===== src/rtl/bus_timer_if.sv =====
// Data-memory bus as seen by a memory-mapped responder.
//   sel   : bridge address-decode hit
//   Addr  : word offset within the responder (CPU address bits [3:2])
//   WE    : byte write-enables
//   WData : write data
//   RData : read data, driven combinationally by the responder
interface bus_timer_if;
  logic        sel;
  logic [1:0]  Addr;
  logic [3:0]  WE;
  logic [31:0] WData;
  logic [31:0] RData;

  modport master (output sel, output Addr, output WE, output WData, input RData);
  modport slave  (input sel, input Addr, input WE, input WData, output RData);
endinterface


===== src/rtl/bus_timer.sv =====
// Memory-mapped countdown timer with one-shot and auto-reload modes.
// Ports:
//   clk  : system clock
//   rst  : synchronous reset, active-high
//   bus  : data-memory bus, responder side (sel, Addr, WE, WData -> RData)
//   IRQ  : interrupt request, IM & pend
// Register map (word offset):
//   0 CTRL   {IM, Mode[1:0], Enable} in bits 3:0
//   1 PRESET reload value
//   2 COUNT  current count, read-only
//   3 reserved, reads 0
//
// state | meaning
// IDLE  | stopped, COUNT holds, waits for Enable
// LOAD  | COUNT <- PRESET on the next edge
// CNT   | counting down towards 0
// INT   | terminal count reached, pend set; reload or stop
module bus_timer #(
  parameter int CNT_W = 32
) (
  input  logic        clk,
  input  logic        rst,
  bus_timer_if.slave  bus,
  output logic        IRQ
);

  typedef enum logic [1:0] {IDLE, LOAD, CNT, INT} state_t;

  localparam logic [CNT_W-1:0] ONE = CNT_W'(1);

  state_t           state_q;
  logic [3:0]       ctrl_q;
  logic [CNT_W-1:0] preset_q;
  logic [CNT_W-1:0] count_q;
  logic             pend_q;

  logic             wr_d;
  logic             wr_ctrl_d;
  logic             wr_pre_d;
  logic [31:0]      preset_ext_d;
  logic [31:0]      count_ext_d;

  // Only full-word writes are accepted; partial writes trap in the CPU.
  assign wr_d      = bus.sel && (bus.WE == 4'b1111);
  assign wr_ctrl_d = wr_d && (bus.Addr == 2'd0);
  assign wr_pre_d  = wr_d && (bus.Addr == 2'd1);

  always_ff @(posedge clk) begin
    if (rst) begin
      state_q  <= IDLE;
      ctrl_q   <= 4'b0;
      preset_q <= '0;
      count_q  <= '0;
      pend_q   <= 1'b0;
    end else begin
      // Bus side first so that a pend set by the FSM below overrides a
      // clearing write on the same edge.
      if (wr_ctrl_d) ctrl_q <= bus.WData[3:0];
      if (wr_pre_d)  preset_q <= bus.WData[CNT_W-1:0];
      if (wr_ctrl_d || wr_pre_d) pend_q <= 1'b0;

      case (state_q)
        IDLE: begin
          if (ctrl_q[0]) state_q <= LOAD;
        end
        LOAD: begin
          count_q <= preset_q;
          state_q <= CNT;
        end
        CNT: begin
          if (!ctrl_q[0]) begin
            state_q <= IDLE;
          end else if (count_q > ONE) begin
            count_q <= count_q - ONE;
          end else begin
            // COUNT of 0 (PRESET=0) terminates like COUNT of 1.
            count_q <= '0;
            pend_q  <= 1'b1;
            state_q <= INT;
          end
        end
        INT: begin
          if (ctrl_q[2:1] == 2'b01) begin
            count_q <= preset_q;
            pend_q  <= 1'b0;
            state_q <= CNT;
          end else begin
            // A CTRL write landing on this edge keeps its own Enable.
            if (!wr_ctrl_d) ctrl_q[0] <= 1'b0;
            state_q <= IDLE;
          end
        end
        default: state_q <= IDLE;
      endcase
    end
  end

  assign IRQ = ctrl_q[3] & pend_q;

  always_comb begin
    preset_ext_d = '0;
    count_ext_d  = '0;
    preset_ext_d[CNT_W-1:0] = preset_q;
    count_ext_d[CNT_W-1:0]  = count_q;
  end

  always_comb begin
    bus.RData = 32'b0;
    if (bus.sel) begin
      case (bus.Addr)
        2'd0:    bus.RData = {28'b0, ctrl_q};
        2'd1:    bus.RData = preset_ext_d;
        2'd2:    bus.RData = count_ext_d;
        default: bus.RData = 32'b0;
      endcase
    end
  end

endmodule


===== src/flat_wrapper.sv =====
// flat-port wrapper written by rule: the top's interface ports become plain ports
module bus_timer_flat 
#(
  parameter int CNT_W = 32
)
  (clk, rst, IRQ, bus_sel, bus_Addr, bus_WE, bus_WData, bus_RData);
  bus_timer_if bus_i ();
  input  logic clk;
  input  logic rst;
  output logic IRQ;
  input wire logic [$bits(bus_i.sel)-1:0] bus_sel;
  input wire logic [$bits(bus_i.Addr)-1:0] bus_Addr;
  input wire logic [$bits(bus_i.WE)-1:0] bus_WE;
  input wire logic [$bits(bus_i.WData)-1:0] bus_WData;
  output wire logic [$bits(bus_i.RData)-1:0] bus_RData;
  assign bus_i.sel = bus_sel;
  assign bus_i.Addr = bus_Addr;
  assign bus_i.WE = bus_WE;
  assign bus_i.WData = bus_WData;
  assign bus_RData = bus_i.RData;
  bus_timer #(.CNT_W(CNT_W)) u_core (.clk(clk), .rst(rst), .bus(bus_i), .IRQ(IRQ));
endmodule

===== config.mk =====
export PLATFORM = sky130hd
export DESIGN_NAME = bus_timer_flat
export DESIGN_NICKNAME = d
export VERILOG_FILES = /design/src/rtl/bus_timer_if.sv /design/src/rtl/bus_timer.sv /design/src/flat_wrapper.sv
export SDC_FILE = /design/constraint.sdc
export NUM_CORES = 1
export LEC_CHECK = 0
export CORE_ASPECT_RATIO = 1.25
export CORE_MARGIN = 3
export CORE_UTILIZATION = 45
export DETAILED_ROUTE_END_ITERATION = 12
export PLACE_DENSITY_LB_ADDON = 0.3
export SLEW_MARGIN = 25
export SYNTH_ARGS = -nofsm -noshare
export SYNTH_HDL_FRONTEND = slang
export SYNTH_SLANG_ARGS = --single-unit

===== constraint.sdc =====
create_clock -name clk -period 2.7 [get_ports clk]
set_input_delay 0.405 -clock clk [delete_from_list [all_inputs] [get_ports clk]]
set_output_delay 0.405 -clock clk [all_outputs]
set_load 0.01 [all_outputs]

==> results.sh <==
export IMPL_synth_cell_type_count=60
export IMPL_clkSlewWorstSetupHoldPaths_ns=0.05
export IMPL_peakVddDrop_mv=0.288
export IMPL_via_per_inst=6.05
export IMPL_layout_cells_non_filler=770
export IMPL_fin_area_um2=5550
export IMPL_antenna_found_initial=0
export IMPL_synth_area_um2=4260
export IMPL_wirelength_um=13100
export IMPL_fp_dieH_um=115
export IMPL_fill_cells=852
export IMPL_syn_num_nets=623
export IMPL_ys_top_cells_by_area="dfxtp_1, nand2_1, a22oi_1"
export IMPL_drive_gt1_share_pct=8.96
export IMPL_endpoint_kind="output pin"
export IMPL_drc=0
export IMPL_detailed_place_hpwl_um=8370
export IMPL_syn2layout_area_growth_pct=30.2
export IMPL_crit_required_ns=2.30
export IMPL_fmax_ghz=0.379
export IMPL_fin_nets=686
export IMPL_clock_latency_ns=0.34
export IMPL_hold_viol=0
export IMPL_critPathLaunchType="input pin"
export IMPL_route_vias_total=4662
export IMPL_antenna_cells=0
export IMPL_postSynthCellCount=580
export IMPL_whs_ns=0.471
export IMPL_cp_common_cell="clkdlybuf4s50_1"
export IMPL_clockBufferDepth=2
export IMPL_slowest_stage="clkdlybuf4s50_1"
export IMPL_finalWorstPathRequiredPeriod_ns=2.64
export IMPL_avgSynthCellArea_um2=7.35
export IMPL_regToRegStartpoint="u_core.count_ext_d[20]"
export IMPL_slowest_delay_ns=0.55
export IMPL_crit_end="bus_RData[12]"
export IMPL_crit_start="bus_Addr[0]"
export IMPL_cts_buffers_inserted=9
export IMPL_grt_total_usage_pct=23.8
export IMPL_synth_seq_cells=71
export IMPL_yosysSeqAreaShare_pct=33.3
export IMPL_regArea_um2=1420
export IMPL_status="completed"
export IMPL_grt_pass1_vias=4289
export IMPL_core_um2=9170
export IMPL_io_buffer_count=73
export IMPL_first_iter_violations=428
export IMPL_rsz0062_at_grt="true"
export IMPL_synth_edf_count=0
export IMPL_layout_common_cells="nand2_1, clkdlybuf4s50_1, dfxtp_1"
export IMPL_start_util_pct=46.5
export IMPL_power_density_nw_per_um2=412
export IMPL_crit_arrival_ns=2.23
export IMPL_die_area_um2=10700
export IMPL_cap_violations=0
export IMPL_io_pins=74
export IMPL_dp_cells=751
export IMPL_dpl_cell_area_um2=5190
export IMPL_synth_largest_area_cell="dfxtp_1"
export IMPL_die_w_um=93.1
export IMPL_cp_cell_sequence="clkdlybuf4s50_1 -> nor2b_4 -> buf_12 -> clkbuf_16 -> a22oi_1 -> nor2b_1 -> clkdlybuf4s50_1"
export IMPL_maxSlewHeadroom_pct=27.4
export IMPL_cts_sinks=71
export IMPL_synth_top_area_share_pct=33.3
export IMPL_r2r_end="u_core.count_ext_d[29]"
export IMPL_multi_input_area_um2=2600
export IMPL_async_reset_ff_share_pct=0
export IMPL_grt_overflow=0
export IMPL_synth_warnings=0
export IMPL_final_common_cell="nand2_1"
export IMPL_grt_pass1_wl_um=20700
export IMPL_finClkSkew_ns=0.00583
export IMPL_firstDrtPassIters=5
export IMPL_p_leak_nw=1.85
export IMPL_synth_flop_cell="dfxtp_1"
export IMPL_r2r_cells=5
export IMPL_ant_nets=0
export IMPL_cts_tree="built"
export IMPL_hold_path_class="flip-flop to flip-flop"
export IMPL_final_period_utilization_pct=97.7
export IMPL_core_rowCount=39
export IMPL_setup_worst_path_class="input pin to output pin"
export IMPL_finalMaxSlewViolations=0
export IMPL_crit_fanout=16
export IMPL_worst_slew_pin_slew_ns=1.09
export IMPL_finalSetupViolations=0
export IMPL_rrSetupSlack_ns=0.32
export IMPL_grt_max_degree=65
export IMPL_gp_congestion=0.894
export IMPL_wl_per_cell_um=17.0
export IMPL_cts_root_buf="clkbuf_16"
export IMPL_h_tree_depth=3
## per-layer routing
| metal | vias to the layer above | GRT usage (%) | share of wire [%] |
|---|---|---|---|
| met5 | - | 0 | 0 |
| met3 | 38 | 5.17 | 6.7 |
| met2 | 207 | 39.4 | 48 |
| met4 | 0 | 10.9 | 3.2 |
| met1 | 2171 | 29.7 | 42 |
| li1 | 2246 | - | - |
## final cells by class
type	count	area share (%)
tap	123	2.77
timing repair buffer	104	19.1
sequential	71	25.6
inverter	16	1.08
clock buffer	14	4.58
multi-input combinational	441	46.8
clock inverter	1	0.0902
## flip-flops by register name, summed over array words and instances, names as in the netlist
register / flops
u_core.count_ext_d: 32
u_core.ctrl_q: 4
u_core.pend_q: 1
u_core.preset_ext_d: 32
u_core.state_q: 2
## critical path: cells and delay by family
family	cells	cell delay (ns)
buf+inv	4	1.41
compound gates	1	0.10
simple gates	2	0.32
## synthesized netlist by cell type, types with 8 or more instances
master	number
nand2_1	109
mux2i_1	8
nor2b_1	32
nor2_1	29
clkbuf_1	46
o32ai_1	8
nor3_1	14
a31oi_1	22
inv_1	15
a22oi_1	39
nand3_1	19
dfxtp_1	71
a21oi_1	53
## how the worst min path moves through the flow
stage,startpoint,endpoint,slack (ns),cells past startpoint
CTS,u_core.preset_ext_d[14],u_core.preset_ext_d[14],0.47,2
floorplan,u_core.preset_ext_d[11],u_core.preset_ext_d[11],0.45,2
global route,u_core.preset_ext_d[14],u_core.preset_ext_d[14],0.49,2
finish,u_core.preset_ext_d[26],u_core.preset_ext_d[26],0.47,2
detailed placement,u_core.preset_ext_d[14],u_core.preset_ext_d[14],0.47,2
global placement,u_core.preset_ext_d[28],u_core.preset_ext_d[28],0.46,2
## stage by stage
step	total power, mW	utilization, %	setup slack (ns)	setup TNS, ns
final	2.29	60.5	0.0616	0
after CTS	2.27	59.4	0.0749	0
after global routing	2.34	60.5	-0.0205	-0.103
after floorplan	1.13	-	0.503	0
after global placement	1.22	56.6	0.180	0
after detailed placement	1.22	56.6	0.0766	0
## kinds of logic (layout without fill, tap and decap cells)
group / Yosys count / after routing / share of synthesized area [%]
AOI/OAI and AO/OA: 176 / 176 / 28.0
buffers and inverters: 68 / 135 / 6.22
DFF: 71 / 71 / 33.3
adders and majority gates: 2 / 2 / 0.587
muxes: 8 / 8 / 1.88
and+or+nand+nor: 255 / 255 / 30.0
## repair_timing
item                                    CTS  global route
hold buffers                              0             0
resized for setup                         0             1
endpoints found under the setup margin    0             2
endpoints found under the hold margin     0             0
setup buffers                             0             1
## where the power goes
part | switching, mW | internal (mW)
combinational | 0.0754 | 0.0916
clock | 0.426 | 0.641
sequential | 0.00236 | 1.05
Power figures use the tool's default switching activity.
